**src/rtl/multicycle_control.sv**
```systemverilog
// Multi-cycle instruction sequencer: fetch, decode, execute, optional data
// access, writeback and a single PC update per instruction, with memory timeout trap.
module multicycle_control #(
  parameter int MEM_TIMEOUT = 15,
  parameter int CNT_W       = 32
) (
  input  logic             CLK,
  input  logic             RST,
  input  logic             start,
  input  logic [6:0]       opcode,
  input  logic             imem_ack,
  input  logic             dmem_ack,
  output logic             imem_req,
  output logic             dmem_req,
  output logic             dmem_we,
  output logic             ir_load,
  output logic             reg_write,
  output logic             pc_load,
  output logic             busy,
  output logic             halted,
  output logic             error,
  output logic [CNT_W-1:0] instret,
  output logic [3:0]       dbg_state
);

  // Memory handshake: a request stays high until the cycle its ack is sampled
  // high; that cycle completes the transfer. Acks outside a request are ignored.

  typedef enum logic [3:0] {
    S_IDLE, S_FETCH, S_DECODE, S_EXEC, S_MEM, S_WB, S_UPDATE, S_HALT, S_ERROR
  } state_t;

  typedef enum logic [2:0] {
    C_ALU, C_LOAD, C_STORE, C_BRANCH, C_SYSTEM
  } iclass_t;

  localparam logic [7:0] TIMEOUT = 8'(MEM_TIMEOUT);

  state_t     state;
  state_t     state_nxt;
  iclass_t    iclass;
  iclass_t    decoded;
  logic [7:0] wait_cnt;

  function automatic iclass_t decode_class(input logic [6:0] op);
    case (op)
      7'b0000011: decode_class = C_LOAD;
      7'b0100011: decode_class = C_STORE;
      7'b1100011: decode_class = C_BRANCH;
      7'b1110011: decode_class = C_SYSTEM;
      default:    decode_class = C_ALU;
    endcase
  endfunction

  always_comb begin
    state_nxt = state;
    decoded   = decode_class(opcode);
    case (state)
      S_IDLE:   if (start) state_nxt = S_FETCH;
      S_FETCH: begin
        // An ack in the final tolerated cycle still completes normally.
        if (imem_ack)                 state_nxt = S_DECODE;
        else if (wait_cnt == TIMEOUT) state_nxt = S_ERROR;
      end
      S_DECODE: state_nxt = (decoded == C_SYSTEM) ? S_HALT : S_EXEC;
      S_EXEC: begin
        case (iclass)
          C_LOAD, C_STORE: state_nxt = S_MEM;
          C_BRANCH:        state_nxt = S_UPDATE;
          default:         state_nxt = S_WB;
        endcase
      end
      S_MEM: begin
        if (dmem_ack)                 state_nxt = (iclass == C_LOAD) ? S_WB : S_UPDATE;
        else if (wait_cnt == TIMEOUT) state_nxt = S_ERROR;
      end
      S_WB:     state_nxt = S_UPDATE;
      S_UPDATE: state_nxt = S_FETCH;
      S_HALT:   state_nxt = S_HALT;
      S_ERROR:  state_nxt = S_ERROR;
      default:  state_nxt = S_IDLE;
    endcase
  end

  // Moore outputs are registered from the next state so they line up with the
  // state they belong to and clear asynchronously with RST.
  always_ff @(posedge CLK or posedge RST) begin
    if (RST) begin
      state     <= S_IDLE;
      iclass    <= C_ALU;
      wait_cnt  <= 8'd0;
      instret   <= '0;
      imem_req  <= 1'b0;
      dmem_req  <= 1'b0;
      dmem_we   <= 1'b0;
      reg_write <= 1'b0;
      pc_load   <= 1'b0;
      busy      <= 1'b0;
      halted    <= 1'b0;
      error     <= 1'b0;
    end else begin
      state <= state_nxt;

      if (state == S_DECODE) iclass <= decoded;

      if ((state_nxt == S_FETCH || state_nxt == S_MEM) && state_nxt != state)
        wait_cnt <= 8'd0;
      else if ((state == S_FETCH && !imem_ack) || (state == S_MEM && !dmem_ack))
        wait_cnt <= wait_cnt + 8'd1;

      if (state == S_UPDATE) instret <= instret + CNT_W'(1);

      imem_req  <= (state_nxt == S_FETCH);
      dmem_req  <= (state_nxt == S_MEM);
      dmem_we   <= (state_nxt == S_MEM) && (iclass == C_STORE);
      reg_write <= (state_nxt == S_WB);
      pc_load   <= (state_nxt == S_UPDATE);
      busy      <= !(state_nxt == S_IDLE || state_nxt == S_HALT || state_nxt == S_ERROR);
      halted    <= (state_nxt == S_HALT);
      error     <= (state_nxt == S_ERROR);
    end
  end

  assign ir_load   = (state == S_FETCH) & imem_ack;
  assign dbg_state = state;

endmodule

```
**config.mk**
```make
export PLATFORM = sky130hd
export DESIGN_NAME = multicycle_control
export DESIGN_NICKNAME = d
export VERILOG_FILES = /design/src/rtl/multicycle_control.sv
export SDC_FILE = /design/constraint.sdc
export NUM_CORES = 1
export LEC_CHECK = 0
export BUFFER_PORTS_ARGS = -buffer_cell sky130_fd_sc_hd__buf_2
export CORE_ASPECT_RATIO = 0.6
export CORE_UTILIZATION = 50
export CTS_BUF_LIST = sky130_fd_sc_hd__clkbuf_2
export DETAILED_ROUTE_END_ITERATION = 8
export GPL_ROUTABILITY_DRIVEN = 0
export MAX_ROUTING_LAYER = met4
export PLACE_DENSITY = 0.74
export SETUP_SLACK_MARGIN = 0.2
export SKIP_LAST_GASP = 1
export SLEW_MARGIN = 25
export SYNTH_ARGS = -nofsm -noshare
export SYNTH_HDL_FRONTEND = slang
export SYNTH_SLANG_ARGS = --single-unit
export TNS_END_PERCENT = 5
```
**constraint.sdc**
```tcl
create_clock -name CLK -period 1.7 [get_ports CLK]
set_input_delay 0.17 -clock CLK [delete_from_list [all_inputs] [get_ports CLK]]
set_output_delay 0.17 -clock CLK [all_outputs]
set_load 0.01 [all_outputs]
```
==> flow_summary.json, run 1 <==
{
  "fin_skew_ns": 0.02486,
  "grt-ovfl-total": 0,
  "fmax_mhz": 514.8,
  "violations": "setup timing",
  "worst_slew_pin_slew_ns": 0.3725,
  "async_flop_share": 1.000,
  "drtAntennaViolNets": 0,
  "path_cells": "or3b_4 > nor4_4 > buf_4 > o21ai_4 > xnor2_2 > a211oi_4 > buf_6 > nor2_1",
  "drcViolationCount": 0,
  "hold_viol_final": 0,
  "die_h_um": 58.57,
  "antenna_cells": 0,
  "pwr-share-comb": 0.508,
  "power_leakage_nw": 1.904,
  "vias": 2245,
  "fin_crit_sh": 1.143,
  "cp_max_fo": 8,
  "end_kind": "register",
  "maxCapViolations": 0,
  "fin_setup_tns_ns": -4.820,
  "dp_hpwl_um": 4446,
  "fin_nets": 384,
  "drive_gt1_frac": 0.4259,
  "synth.avg_cell_area_um2": 11.11,
  "synth.distinct_cells": 51,
  "netlist_instances": 240,
  "syn_area_um2": 2666,
  "layout_setup_ws_ns": -0.2425,
  "wire_per_inst_um": 13.40,
  "irDropWorstVdd_mv": 0.7285,
  "ioPinCount": 57,
  "cts_max_path_buffers": 2,
  "required_ns": 2.10,
  "final_cells": 437,
  "die_area_um2": 5638,
  "finalWirelength_um": 5856,
  "cell_internal_pwr_w": 0.002841,
  "p_switching_w": 0.001727,
  "area_delta_synth_final_pct": 37.87,
  "first_pass_iters": 4,
  "synth_edf_count": 0,
  "numCtsBuffers": 5,
  "synth_ff_type": "dfrtp_1",
  "grt_max_degree": 47,
  "cts_tree": "done",
  "track_usage": 0.2345,
  "grt_antenna_before_repair": 0,
  "finalMaxSlewViolations": 0,
  "clockRootBuffer": "clkbuf_2",
  "slowest_delay_ns": 0.47,
  "ys_warn_count": 0,
  "rsz0062_at_grt": "yes",
  "critical_path.startpoint": "wait_cnt[7]",
  "slew_headroom": 0.7483,
  "clock-sinks": 55,
  "holdWs_ns": 0.05120,
  "worstPathArrival_ns": 2.34,
  "viasPerCell": 5.137,
  "yosys_register_bits": 55,
  "grt_pass1_wl_um": 9632,
  "dp.cells": 422,
  "pwr-share-clk": 0.123,
  "cpMaxStageDelayCell": "dfrtp_1",
  "period_needed_ns": 1.942,
  "syn_nets": 254,
  "numPortBuffers": 56,
  "finalSetupViolCount": 37,
  "die_x_um": 96.28,
  "htreeDepth": 2,
  "nFillCells": 388,
  "first_iter_violations": 76,
  "critPathKind": "register to register",
  "min_from": "opcode[3]",
  "clk_pin_slew_ns": 0.30,
  "outcome": "finished with violations",
  "grt_pass1_vias": 2159,
  "seqPwrFrac": 0.369,
  "power_density_nw_per_um2": 1243,
  "min_path_type": "input port to register",
  "startpoint_type": "register",
  "r2r_start": "wait_cnt[7]",
  "core_area_um2": 5105,
  "start_util": 0.5223,
  "sw_frac_of_total": 0.3780,
  "num_rows": 20,
  "ys_seq_area_frac": 0.5162,
  "worstSkewPairLatency_ns": 0.48
}
[path summary, 6_finish.rpt]
check,endpoint,cells past startpoint,slack [ns]
max reg2reg,wait_cnt[3],8,-0.24
max,wait_cnt[3],8,-0.24
min reg2reg,instret[31],1,0.49
max in group asynchronous,dbg_state[2],4,1.08
min in group asynchronous,instret[31],3,0.09
min,iclass[2],4,0.05
[synth_stat cells, types with 2 or more instances]
| master | instances | area share |
|---|---|---|
| dfrtp_1 | 55 | 0.52 |
| xnor2_1 | 28 | 0.092 |
| nand2_1 | 23 | 0.032 |
| nor2_1 | 17 | 0.024 |
| nand3_1 | 15 | 0.028 |
| xor2_1 | 11 | 0.036 |
| nand4_1 | 10 | 0.023 |
| and3_1 | 8 | 0.019 |
| and4_1 | 4 | 0.013 |
| inv_1 | 4 | 0.0056 |
| a21o_1 | 3 | 0.0084 |
| a21oi_1 | 3 | 0.0056 |
| buf_4 | 3 | 0.0084 |
| nor2b_1 | 3 | 0.0070 |
| nor3_1 | 3 | 0.0056 |
| nor3b_1 | 3 | 0.0084 |
| o21ai_0 | 3 | 0.0056 |
| and2b_1 | 2 | 0.0056 |
| buf_2 | 2 | 0.0038 |
| ha_1 | 2 | 0.0094 |
| inv_2 | 2 | 0.0028 |
| nand2b_1 | 2 | 0.0047 |
| nand3b_1 | 2 | 0.0056 |
| nor4_1 | 2 | 0.0047 |
| nor4b_2 | 2 | 0.011 |
| nor4bb_1 | 2 | 0.0075 |
| o21a_1 | 2 | 0.0056 |
[state kept, by name (all words and copies together), names as in the netlist]
signal,flops
busy,1
dbg_state,4
dmem_req,1
dmem_we,1
error,1
halted,1
iclass,3
imem_req,1
instret,32
pc_load,1
reg_write,1
wait_cnt,8
[layout by cell type, fill, tap and decap left out, types with 5 or more instances in the layout]
master and count:
and3_1 7, buf_2 56, buf_4 66, clkbuf_2 5, dfrtp_1 51, dlygate4sd3_1 5, nand2_1 23, nand3_1 15
nand4_1 10, nor2_1 16, xnor2_1 28, xor2_1 11
[power groups by stage]
stage / clock network (W) / registers, W / logic (W)
after floorplan: 0 / 0.00180 / 0.00111
after global placement: 0 / 0.00169 / 0.00215
after detailed placement: 0 / 0.00170 / 0.00219
after CTS: 0.000587 / 0.00168 / 0.00229
after global routing: 0.000631 / 0.00171 / 0.00252
final: 0.000564 / 0.00168 / 0.00232
[final cells by class]
type / count / area [um2] / share of cell area
clock buffers: 5 / 25.02 / 0.006807
clock inverters: 3 / 27.53 / 0.007488
inverters: 6 / 22.52 / 0.006127
multi-input cells: 173 / 1280 / 0.3482
flip-flops and latches: 55 / 1381 / 0.3758
well taps: 66 / 82.58 / 0.02246
repair buffers: 129 / 857.1 / 0.2332
[per-layer routing]
metal / global-route usage / part of all wire / up-vias
met4: 0.08316 / 0.013 / 0
met5: - / 0 / -
met1: 0.3074 / 0.49 / 1085
met2: 0.3678 / 0.46 / 49
li1: - / - / 1103
met3: 0.04393 / 0.040 / 8
[through the flow]
| stage | setup slack, ns | util | total power, W | instance area [um2] |
|---|---|---|---|---|
| floorplan | -0.2153 | - | 0.002904 | 2685 |
| global placement | -0.2642 | 0.6875 | 0.003838 | 3510 |
| detailed placement | -0.3319 | 0.6875 | 0.003886 | 3510 |
| CTS | -0.2222 | 0.7172 | 0.004555 | 3661 |
| global route | -0.3185 | 0.7201 | 0.004866 | 3676 |
| finish | -0.2425 | 0.7201 | 0.004568 | 3676 |
[cell families after synthesis]
| family | synth area share |
|---|---|
| and+or+nand+nor | 0.2384 |
| DFF | 0.5162 |
| xor gates and xnor gates | 0.1342 |
| AOI/OAI and AO/OA | 0.07274 |
| buffers and inverters | 0.02487 |
| adders and majority gates | 0.009384 |
| muxes | 0.004223 |
[critical path: cells and delay by family, from the launching register on]
family                 cells  cell delay [ns]
buffers and inverters      2             0.32
flip-flops                 1             0.47
AO/OA/AOI/OAI              2             0.22
XOR/XNOR                   1             0.15
AND/OR/NAND/NOR            3             0.71
[repair_timing]
item,CTS,global route
resized for setup,9,3
pin swaps,6,4
endpoints found under the hold margin,57,0
buffers inserted,2,0
endpoints found under the setup margin,49,52
hold buffers,5,0
No activity file was read; power rests on OpenSTA's default activity.
==> inputs of run 2 (changes only) <==
--- a/config.mk
+++ b/config.mk
@@ -16,5 +16,4 @@
 export SETUP_SLACK_MARGIN = 0.2
 export SKIP_LAST_GASP = 1
-export SLEW_MARGIN = 25
 export SYNTH_ARGS = -nofsm -noshare
 export SYNTH_HDL_FRONTEND = slang
==> constraint.sdc (replaced) <==
create_clock -name CLK -period 1.7 [get_ports CLK]
set_input_delay 0.085 -clock CLK [delete_from_list [all_inputs] [get_ports CLK]]
set_output_delay 0.085 -clock CLK [all_outputs]
set_load 0.01 [all_outputs]
==> run 2 against run 1 <==
Compared with the run above:
- register-to-register slack hardly changed
- sequential share of layout area is 1.1 points lower
- non-clock buffer count is 6 higher
- cell area is 3.1% higher
- via count is 4.5% higher
- critical path depth stayed put
- global-route usage is 0.68 points higher
- worst hold slack worse by 0.10 ns
- combinational power is 9.1% higher
- highest routed layer unchanged
- first-iteration DRC count is 12% higher
- wire length is 7.9% higher
- the run ends with hold timing, setup timing left
- die area stayed put
==> flow_summary.json, run 2 (synthesis results as in run 1) <==
{
  "outcome": "finished with violations",
  "violations": "hold timing, setup timing",
  "slew_headroom": 0.6352,
  "regArea_um2": 1381,
  "core_area_um2": 5105,
  "holdWs_ns": -0.05075,
  "clockRootBuffer": "clkbuf_2",
  "htreeDepth": 2,
  "worstSkewPairLatency_ns": 0.48,
  "min_path_type": "input port to register",
  "min_to": "iclass[2]",
  "min_from": "opcode[3]",
  "finalWirelength_um": 6321,
  "end_kind": "register",
  "rsz0062_at_grt": "yes",
  "die_area_um2": 5638,
  "first_iter_violations": 85,
  "irDropWorstVdd_mv": 0.7452,
  "drcViolationCount": 0,
  "die_x_um": 96.28,
  "power_leakage_nw": 1.953,
  "clk_pin_slew_ns": 0.27,
  "final_area_um2": 3791,
  "cts_hold_buf": 5,
  "worstPathArrival_ns": 2.36,
  "layout_setup_ws_ns": -0.2575,
  "ff2ff_setup_slack_ns": -0.26,
  "start_util": 0.5223,
  "grt-ovfl-total": 0,
  "multi_input_area_um2": 1336,
  "fmax_mhz": 510.9,
  "cpMaxStageDelayCell": "dfrtp_1",
  "power_density_nw_per_um2": 1266,
  "nFillCells": 377,
  "totalPowerFinal_w": 0.004799,
  "maxCapViolations": 0,
  "fin_setup_tns_ns": -4.618,
  "numCtsBuffers": 5,
  "cp_max_fo": 8,
  "num_rows": 20,
  "grt_antenna_before_repair": 0,
  "ioPinCount": 57,
  "clock-sinks": 55,
  "fin_crit_sh": 1.151,
  "dp_hpwl_um": 4559,
  "hold_viol_final": 1,
  "top_register": "instret",
  "viasPerCell": 5.296,
  "grt_pass1_wl_um": 9818,
  "fin_nets": 390,
  "largest_reg_flops": 32,
  "drive_gt1_frac": 0.4589,
  "dpl_cell_area_um2": 3523,
  "path_cells": "or3b_1 > nor4_2 > buf_4 > o21ai_4 > xnor2_2 > a211oi_4 > buf_6 > nor2_1",
  "fin_skew_ns": 0.03581,
  "first_pass_iters": 4,
  "grt_pass1_vias": 2176,
  "slowest_delay_ns": 0.47,
  "critPathKind": "register to register",
  "track_usage": 0.2414,
  "r2r_end": "wait_cnt[5]",
  "critical_path.startpoint": "wait_cnt[7]",
  "die_h_um": 58.57,
  "worst_slew_pin_slew_ns": 0.5398,
  "drtAntennaViolNets": 0,
  "grt_max_degree": 33,
  "layout_commonest_cell": "buf_4",
  "vias": 2346,
  "min_path_cells": 4,
  "area_delta_synth_final_pct": 42.19,
  "critical_path_buf_inv_count": 2,
  "numPortBuffers": 56,
  "cts_tree": "done",
  "antenna_cells": 0,
  "required_ns": 2.10,
  "finalMaxSlewViolations": 0,
  "cts_max_path_buffers": 2,
  "startpoint_type": "register",
  "critPathTopFamily": "simple AND/OR/NAND/NOR gates",
  "layout_common_cells": "buf_4 (67), buf_2 (56), dfrtp_1 (51), xnor2_1 (28), nand2_1 (22)",
  "reg2reg_depth": 8,
  "finalSetupViolCount": 34,
  "period_needed_ns": 1.957,
  "r2r_start": "wait_cnt[7]",
  "wire_per_inst_um": 14.27
}
==> run 2: changes by cell type in the layout (fill, tap and decap cells not counted), sizes merged <==
cell      previous run  this run
clkinv               1         2
buf                124       130
clkinvlp             1         0
==> run 2: stage by stage <==
stage	cells	util	setup slack, ns
6_report	443	0.7426	-0.2575
3_3_place_gp	424	0.6902	-0.2489
4_1_cts	439	0.7252	-0.2195
3_5_place_dp	424	0.6902	-0.2867
5_1_grt	443	0.7426	-0.3059
2_1_floorplan	240	-	-0.2154
==> run 2: layout make-up <==
type | instances | area share
Clock inverter | 3 | 0.005941
Multi-Input combinational cell | 173 | 0.3525
Tap cell | 66 | 0.02178
Timing Repair Buffer | 135 | 0.2429
Inverter | 6 | 0.005941
Clock buffer | 5 | 0.006601
Sequential cell | 55 | 0.3644
==> run 2: how the worst max path moves through the flow <==
stage / to / depth (start not counted)
CTS: wait_cnt[5] / 8
global route: busy / 6
detailed placement: wait_cnt[5] / 8
global placement: busy / 6
floorplan: instret[24] / 8
finish: wait_cnt[5] / 8
==> run 2: routing by layer <==
layer,global-route usage,vias to the layer above,share of wire
li1,-,1121,-
met1,0.3235,1153,0.49
met2,0.3647,60,0.45
met3,0.05168,12,0.038
met4,0.08742,0,0.019
met5,-,-,0
==> run 2: timing repair <==
action / 4_1_cts / 5_1_grt
pin swaps: 8 / 15
setup buffers: 2 / 4
setup endpoints to repair: 47 / 50
gates resized for setup: 15 / 15
hold endpoints to repair: 48 / 1
==> run 2: worst reg2reg max path, stage by stage, from the launching register on <==
cell and delay (ns):
dfrtp_1 0.47, or3b_1 0.38, nor4_2 0.28, buf_4 0.18, o21ai_4 0.06, xnor2_2 0.14
a211oi_4 0.16, buf_6 0.16, nor2_1 0.05
==> run 2: power breakdown <==
| group | switching (W) | leakage, nW | total [W] | internal (W) |
|---|---|---|---|---|
| clock network | 0.000431 | 0.0333 | 0.000540 | 0.000108 |
| logic | 0.00120 | 1.18 | 0.00253 | 0.00133 |
| registers | 0.000206 | 0.738 | 0.00173 | 0.00152 |
